## src/rtl/decode_stage_pkg.sv

```systemverilog
// rtl/decode_stage_pkg.sv - shared encodings and types for the RV32I decode stage
//
// Purpose : opcode constants, ALUControl / ImmSrc / ResultSrc encodings, the
//           ID/EX payload struct and the immediate-extension helper.
// Ports   : none (package).
package decode_stage_pkg;

   localparam int XLEN = 32;

   localparam logic [6:0] OP_LW   = 7'b0000011;
   localparam logic [6:0] OP_SW   = 7'b0100011;
   localparam logic [6:0] OP_R    = 7'b0110011;
   localparam logic [6:0] OP_BEQ  = 7'b1100011;
   localparam logic [6:0] OP_I    = 7'b0010011;
   localparam logic [6:0] OP_JAL  = 7'b1101111;

   typedef enum logic [2:0] {
      ALU_ADD = 3'b000,
      ALU_SUB = 3'b001,
      ALU_AND = 3'b010,
      ALU_OR  = 3'b011,
      ALU_SLT = 3'b101
   } alu_ctl_e;

   typedef enum logic [1:0] {
      IMM_I = 2'b00,
      IMM_S = 2'b01,
      IMM_B = 2'b10,
      IMM_J = 2'b11
   } imm_src_e;

   typedef enum logic [1:0] {
      RES_ALU = 2'b00,
      RES_MEM = 2'b01,
      RES_PC4 = 2'b10
   } result_src_e;

   typedef enum logic [1:0] {
      ALUOP_ADD  = 2'b00,
      ALUOP_SUB  = 2'b01,
      ALUOP_FUNC = 2'b10
   } alu_op_e;

   // Everything the EX stage receives, registered as one unit.
   typedef struct packed {
      logic            reg_write;
      logic            mem_write;
      logic            jump;
      logic            branch;
      logic            alu_src;
      logic [1:0]      result_src;
      logic [2:0]      alu_control;
      logic [4:0]      rd;
      logic [XLEN-1:0] rd1;
      logic [XLEN-1:0] rd2;
      logic [XLEN-1:0] pc;
      logic [XLEN-1:0] pc_plus4;
      logic [XLEN-1:0] imm_ext;
   } idex_t;

   function automatic logic [XLEN-1:0] imm_extend(input logic [31:0] i, input imm_src_e src);
      case (src)
         IMM_I:   return {{20{i[31]}}, i[31:20]};
         IMM_S:   return {{20{i[31]}}, i[31:25], i[11:7]};
         IMM_B:   return {{20{i[31]}}, i[7], i[30:25], i[11:8], 1'b0};
         default: return {{12{i[31]}}, i[19:12], i[20], i[30:21], 1'b0};
      endcase
   endfunction

endpackage

```

## src/rtl/decode_idex_reg.sv

```systemverilog
// rtl/decode_idex_reg.sv - ID/EX pipeline register
//
// Purpose : loads the decoded payload every rising edge; no stall or flush.
// Ports   : clk_i  clock
//           rst_i  asynchronous active-high reset, clears the payload
//           d_i    payload from decode
//           q_o    registered payload to EX
module decode_idex_reg
   import decode_stage_pkg::*;
(
   input  logic  clk_i,
   input  logic  rst_i,
   input  idex_t d_i,
   output idex_t q_o
);

   idex_t q_q;

   always_ff @(posedge clk_i or posedge rst_i) begin
      if (rst_i) q_q <= '0;
      else       q_q <= d_i;
   end

   assign q_o = q_q;

endmodule

```

## src/rtl/decode_stage.sv

```systemverilog
// rtl/decode_stage.sv - RV32I decode stage: control decode, immediate extend, regfile read
//
// Purpose : decodes InstrD, extends its immediate, reads rs1/rs2 from the
//           internal 32x32 register file (written by WB) and registers the
//           result into ID/EX with one cycle of latency.
// Ports   : clk, reset (async, active-high)
//           InstrD, PCD, PCPlus4D           instruction and PCs in ID
//           RegWriteW, RdW, ResultW         write-back port of the register file
//           RegWriteE..ALUControlE, RdE     registered controls
//           RD1E, RD2E, PCE, PCPlus4E, ImmExtE  registered datapath values
module decode_stage
   import decode_stage_pkg::*;
(
   input  logic        clk,
   input  logic        reset,
   input  logic [31:0] InstrD,
   input  logic [31:0] PCD,
   input  logic [31:0] PCPlus4D,
   input  logic        RegWriteW,
   input  logic [4:0]  RdW,
   input  logic [31:0] ResultW,
   output logic        RegWriteE,
   output logic        MemWriteE,
   output logic        JumpE,
   output logic        BranchE,
   output logic        ALUSrcE,
   output logic [1:0]  ResultSrcE,
   output logic [2:0]  ALUControlE,
   output logic [4:0]  RdE,
   output logic [31:0] RD1E,
   output logic [31:0] RD2E,
   output logic [31:0] PCE,
   output logic [31:0] PCPlus4E,
   output logic [31:0] ImmExtE
);

   logic [31:0] rf_q [32];

   logic        reg_write, alu_src, mem_write, branch, jump;
   imm_src_e    imm_src;
   result_src_e result_src;
   alu_op_e     alu_op;
   alu_ctl_e    alu_ctl;
   idex_t       idex_d, idex_q;

   wire [6:0] op   = InstrD[6:0];
   wire [2:0] f3   = InstrD[14:12];
   wire [4:0] rs1  = InstrD[19:15];
   wire [4:0] rs2  = InstrD[24:20];
   wire       f7b5 = InstrD[30];

   always_ff @(posedge clk or posedge reset) begin
      if (reset) begin
         for (int i = 0; i < 32; i++) rf_q[i] <= '0;
      end else if (RegWriteW && RdW != 5'd0) begin
         rf_q[RdW] <= ResultW;
      end
   end

   // x0 is hard-wired; a register being written this cycle returns the
   // incoming WB data so ID never sees a stale value.
   function automatic logic [31:0] rf_read(input logic [4:0] a);
      if (a == 5'd0)                  return '0;
      else if (RegWriteW && a == RdW) return ResultW;
      else                            return rf_q[a];
   endfunction

   always_comb begin
      reg_write  = 1'b0;
      imm_src    = IMM_I;
      alu_src    = 1'b0;
      mem_write  = 1'b0;
      result_src = RES_ALU;
      branch     = 1'b0;
      alu_op     = ALUOP_ADD;
      jump       = 1'b0;
      case (op)
         OP_LW:  begin reg_write = 1'b1; alu_src = 1'b1; result_src = RES_MEM; end
         OP_SW:  begin imm_src = IMM_S; alu_src = 1'b1; mem_write = 1'b1; end
         OP_R:   begin reg_write = 1'b1; alu_op = ALUOP_FUNC; end
         OP_BEQ: begin imm_src = IMM_B; branch = 1'b1; alu_op = ALUOP_SUB; end
         OP_I:   begin reg_write = 1'b1; alu_src = 1'b1; alu_op = ALUOP_FUNC; end
         OP_JAL: begin reg_write = 1'b1; imm_src = IMM_J; result_src = RES_PC4; jump = 1'b1; end
         default: ;
      endcase
   end

   always_comb begin
      alu_ctl = ALU_ADD;
      case (alu_op)
         ALUOP_SUB: alu_ctl = ALU_SUB;
         ALUOP_FUNC: begin
            case (f3)
               // Only R-type (op5=1) with funct7[5] set is a subtract; addi never is.
               3'b000:  alu_ctl = (op[5] && f7b5) ? ALU_SUB : ALU_ADD;
               3'b010:  alu_ctl = ALU_SLT;
               3'b110:  alu_ctl = ALU_OR;
               3'b111:  alu_ctl = ALU_AND;
               default: alu_ctl = ALU_ADD;
            endcase
         end
         default: alu_ctl = ALU_ADD;
      endcase
   end

   always_comb begin
      idex_d             = '0;
      idex_d.reg_write   = reg_write;
      idex_d.mem_write   = mem_write;
      idex_d.jump        = jump;
      idex_d.branch      = branch;
      idex_d.alu_src     = alu_src;
      idex_d.result_src  = result_src;
      idex_d.alu_control = alu_ctl;
      idex_d.rd          = InstrD[11:7];
      idex_d.rd1         = rf_read(rs1);
      idex_d.rd2         = rf_read(rs2);
      idex_d.pc          = PCD;
      idex_d.pc_plus4    = PCPlus4D;
      idex_d.imm_ext     = imm_extend(InstrD, imm_src);
   end

   decode_idex_reg u_idex_reg (
      .clk_i (clk),
      .rst_i (reset),
      .d_i   (idex_d),
      .q_o   (idex_q)
   );

   assign RegWriteE   = idex_q.reg_write;
   assign MemWriteE   = idex_q.mem_write;
   assign JumpE       = idex_q.jump;
   assign BranchE     = idex_q.branch;
   assign ALUSrcE     = idex_q.alu_src;
   assign ResultSrcE  = idex_q.result_src;
   assign ALUControlE = idex_q.alu_control;
   assign RdE         = idex_q.rd;
   assign RD1E        = idex_q.rd1;
   assign RD2E        = idex_q.rd2;
   assign PCE         = idex_q.pc;
   assign PCPlus4E    = idex_q.pc_plus4;
   assign ImmExtE     = idex_q.imm_ext;

endmodule

```

## config.mk

```make
export PLATFORM = sky130hd
export DESIGN_NAME = decode_stage
export DESIGN_NICKNAME = d
export VERILOG_FILES = /design/src/rtl/decode_stage_pkg.sv /design/src/rtl/decode_idex_reg.sv /design/src/rtl/decode_stage.sv
export SDC_FILE = /design/constraint.sdc
export NUM_CORES = 2
export LEC_CHECK = 0
export BUFFER_PORTS_ARGS = -buffer_cell sky130_fd_sc_hd__buf_2
export CAP_MARGIN = 20
export CORE_MARGIN = 4
export CORE_UTILIZATION = 42
export DETAILED_ROUTE_END_ITERATION = 8
export HOLD_SLACK_MARGIN = 0.15
export PLACE_DENSITY_LB_ADDON = 0.3
export SLEW_MARGIN = 20
export SYNTH_ARGS = -nofsm -noshare
export SYNTH_HDL_FRONTEND = slang
export SYNTH_SLANG_ARGS = --single-unit
```

## constraint.sdc

```tcl
create_clock -name clk -period 46 [get_ports clk]
set_clock_uncertainty 0.2 [all_clocks]
set_input_delay 6.9 -clock clk [delete_from_list [all_inputs] [get_ports clk]]
set_output_delay 6.9 -clock clk [all_outputs]
set_load 0.005 [all_outputs]
```

[Word-level counts from Yosys, hierarchy flattened]
Index checks and enable logic that the tools add are counted.
Cells by class
  order comparisons: 4
  equal/unequal tests: 15
  multiplexer cells: 25
  bitwise gates (word level): 3
  reductions and logical operators: 13
Operators with widths (number)
  $bwmux 1024: 1
  $bmux 32 s5: 2
  $mux 32: 9
  $demux 32 s5: 1
  $pmux 20 s3: 1
  $ge 6x6->1 const B: 3
  $not 5->6: 3
  $eq 7x6->1 const B: 2
  $eq 7x7->1 const B: 2
  $pmux 3 s4: 1
  $eq 5x5->1: 2
  $logic_not 5->1: 2
  $pmux 2 s2: 2
  $eq 7x2->1 const B: 1
  $eq 7x5->1 const B: 1
  $eq 3x3->1 const B: 2
  $lt 6x1->1 const B: 1
  $mux 1: 6
  $pmux 2 s3: 1
  $pmux 3 s2: 1
  $logic_and 1x1->1: 5
  $reduce_bool 5->1: 1
  $eq 2x1->1 const B: 2
  $eq 2x2->1 const B: 2
  other kinds (6): 6
Word-level totals
  flip-flop bits (word level): 1188
  input port bits: 136

[Depth between registers and ports, before layout]
  depth in word-level cells: 6
  depth in mapped cells: 10

[Hierarchy]
From an unflattened synthesis, not the netlist that was laid out.
Second synthesis, totals
  cell total of the unflattened synthesis: 4228
  area, all modules: 60443.0 um^2
By module, submodules not included
  decode_stage: instances 1, cells an instance 4052, area an instance 56060.0 um^2, sequential area each 25624.6 um^2
  decode_idex_reg: instances 1, cells an instance 176, area an instance 4383.0 um^2, sequential area each 4379.2 um^2

[Least setup slack after synthesis]
No wires, ideal clock.
  path type: input -> register
  from: in InstrD[21]
  to: reg u_idex_reg.q_q (netlist bit u_idex_reg.q_o[100])
  data arrival time: 8517 ps
  data required time: 45674 ps
  slack: 37157 ps
  cell stages on the path: 7
  path through: buf_2 buf_2 clkbuf_1 mux4_2 a22oi_1 o21ai_1 a221o_1
RTL lines
  from (decl): line decode_stage.sv:16  | input logic [31:0] InstrD,
  to (signal assigned): line decode_idex_reg.sv:21  | else q_q <= d_i;
  to (decl): line decode_idex_reg.sv:17  | idex_t q_q;

==> results_dict.tcl <==
set metrics [dict create \
    outcome "finished clean" \
    grt_pass1_vias 39800 \
    seq_power_share_pct 45.9 \
    io_pins 311 \
    dieWidth_um 386 \
    synthDistinctLibCells 68 \
    r2r_end "u_idex_reg.q_o[141]" \
    hold_viol 0 \
    cts_buffers 134 \
    clk_pin_slew_ns 0.05 \
    syn_nets 4234 \
    yosysWarningCount 0 \
    rsz0062_at_grt "false" \
    area_growth_pct 11.6 \
    worstRegToRegCells 5 \
    wl_per_cell_um 31.9 \
    coreArea_um2 142000 \
    relSlewSlack_pct 26.8 \
    internal-power_mw 2.16 \
    hold_class "register to register" \
    syn_area_um2 60100 \
    num_vias 39600 \
    start_util_pct 42.4 \
    startpoint "reset" \
    worst-path-max-fanout 151 \
    synth.avg_cell_area_um2 14.7 \
    critical_path.top_delay_family "buffers and inverters" \
    crit_buf_inv 6 \
    leakage_nw 29.6 \
    place_congestion 0.816 \
    register_area_um2 29700 \
    drv_slew 0 \
    clockPowerShare_pct 35.9 \
    setup_ws_ns 35.44 \
    netlist_instances 4096 \
    place.port_buffers 310 \
    drc 0 \
    critPathRequiredTime_ns 46.54 \
    max_freq_mhz 94.7 \
    endpoint_kind "async pin" \
    worst-endpoint-arrival_ns 11.10 \
    swShare_pct 27.5 \
    cts-hold-fix-buffers 0 \
    crit_slowest_cell "buf_4" \
    clock_latency_ns 0.79 \
    overflow 0 \
    r2r_slack_ns 43.82 \
    whs_endpoint "rf_q[1021]" \
    synth_edf_count 0 \
    fillerInstances 12500 \
    drtIter0Drc 4082 \
    setup_tns_ns 0 \
    ys_ff_latch 1187 \
    layout-drive-gt1-share_pct 48.1 \
    worstHoldStart "rf_q[1021]" \
    slowest_delay_ns 0.92 \
    grt_max_degree 164 \
    finalSetupViolations 0 \
    fin_nets 4321 \
    ant_nets 0 \
    cts_tree "yes" \
    startpoint_type "input pin" \
    peakVddDrop_mv 0.0382 \
    hpwl_mm 112 \
    critPathKind "input pin to async pin" \
    wirelength_mm 197 \
    path_cells "buf_2 -> inv_8 -> buf_4 -> buf_4 -> buf_12 -> buf_4" \
    die_area_um2 149000 \
    p_switching_mw 0.816 \
    die_h_um 386 \
    pre_cts_slack_ns 34.49 \
    final_common_cell "dfrtp_1" \
    p_per_area_nw_per_um2 44.3 \
    viasPerCell 6.40 \
    worst_pin_slew_ns 1.10 \
    grt_pass1_wl_mm 285 \
    row_count 138 \
    cts_resized 0 \
    synth_ff_type "dfrtp_1" \
    path_common_cell "buf_4" \
    min_period_ns 10.56 \
    multi_input_area_um2 28200 \
    cts_sinks 1187 \
    cts_max_level 4 \
    min_period_over_period_pct 23.0 \
    antenna_found_initial 16 \
    drv_cap 0 \
    synthArstFlopShare_pct 100 \
    grt_usage_pct 26.3 \
    drt_first_pass_iters 5 \
    mostFrequentLayoutCells "dfrtp_1, mux2_2, mux4_2" \
    synth-seq-area-share_pct 49.4 \
    cts_root_buf "clkbuf_16" \
    cts_buffer_depth 3 \
    p_comb_share_pct 18.2 \
    reg2reg_from "rf_q[909]" \
    postCtsSetupBuffers 0 \
    hold_depth 0 \
]
[final cells by class]
class | instances | share of cell area (%)
well taps | 1890 | 3.53
flip-flops and latches | 1187 | 44.3
inverters | 10 | 0.0671
diodes | 5 | 0.0187
repair buffers | 406 | 3.65
clock buffers | 201 | 5.82
clock inverters | 37 | 0.640
multi-input cells | 2444 | 42.0
[metrics by stage]
step           util (%)  total power, mW  cells  area, um^2  hold WS (ns)
6_report           47.3             2.97   6180       67100         0.193
3_3_place_gp       44.2             1.90   5936       62700         0.176
3_5_place_dp       44.2             1.92   5936       62700         0.183
5_1_grt            47.3             3.10   6176       67100         0.205
2_1_floorplan         -             1.76   4096       60100         0.241
4_1_cts            47.2             2.99   6174       67000         0.196
[worst max-delay path by stage]
stage	slack [ns]	endpoint	cells after the start
after floorplan	5.46	rf_q[0]	1
after global placement	34.54	rf_q[903]	6
after detailed placement	34.49	rf_q[39]	6
after CTS	35.30	rf_q[295]	6
after global routing	34.83	rf_q[193]	6
final	35.44	rf_q[673]	6
[per-layer routing]
metal  track usage, %  wire length, um  vias to the layer above
met1             36.4            82300                    21400
met5                0               80                        -
met2             40.1            89900                     1842
met3             6.53            17100                      435
met4             9.89             7600                       12
li1                 -                -                    15900
[Yosys cell counts (5+ instances only)]
master / instances / area [um^2]
o221ai_1: 8 / 70.1
nand2_1: 45 / 169
nor3b_1: 26 / 195
a221o_1: 48 / 480
a211oi_1: 67 / 503
nand2b_1: 20 / 125
a221oi_1: 70 / 613
a22oi_1: 44 / 330
nor2_1: 51 / 191
a21o_1: 9 / 67.6
inv_1: 9 / 33.8
o21ai_0: 48 / 240
nor2b_1: 42 / 263
buf_6: 36 / 405
and2_1: 7 / 43.8
dfrtp_1: 1187 / 29700
o22ai_1: 47 / 294
mux4_2: 377 / 8490
nand3_1: 15 / 75.1
o22a_1: 9 / 78.8
mux2i_1: 275 / 2750
buf_2: 106 / 531
nor4_1: 10 / 62.6
clkbuf_1: 204 / 766
buf_12: 7 / 140
mux4_1: 5 / 131
nor3_1: 48 / 240
xnor2_1: 8 / 70.1
buf_1: 54 / 203
mux2_2: 1011 / 11400
buf_4: 41 / 308
a211o_1: 19 / 166
o21ai_1: 7 / 35.0
a21oi_1: 72 / 360
buf_8: 5 / 75.1
[sequential cells by signal, summed over array words and instances (netlist names)]
signal          cells
rf_q             1024
u_idex_reg.q_o    163
[cell families after synthesis]
logic type	synth area share, %
multiplexers	37.9
flip-flops	49.4
AO/OA/AOI/OAI	5.81
buffers and inverters	4.12
AND/OR/NAND/NOR	2.63
XOR/XNOR	0.144
adder cells (fa/ha/maj)	0.0416
[power by group through the flow]
| stage | clock network (mW) | registers [mW] | logic [mW] |
|---|---|---|---|
| floorplan | 0 | 1.34 | 0.425 |
| global route | 1.13 | 1.39 | 0.583 |
| CTS | 1.09 | 1.36 | 0.543 |
| finish | 1.07 | 1.37 | 0.542 |
| detailed placement | 0 | 1.38 | 0.541 |
| global placement | 0 | 1.37 | 0.530 |
Note: power is estimated with default switching activity, not from simulation.
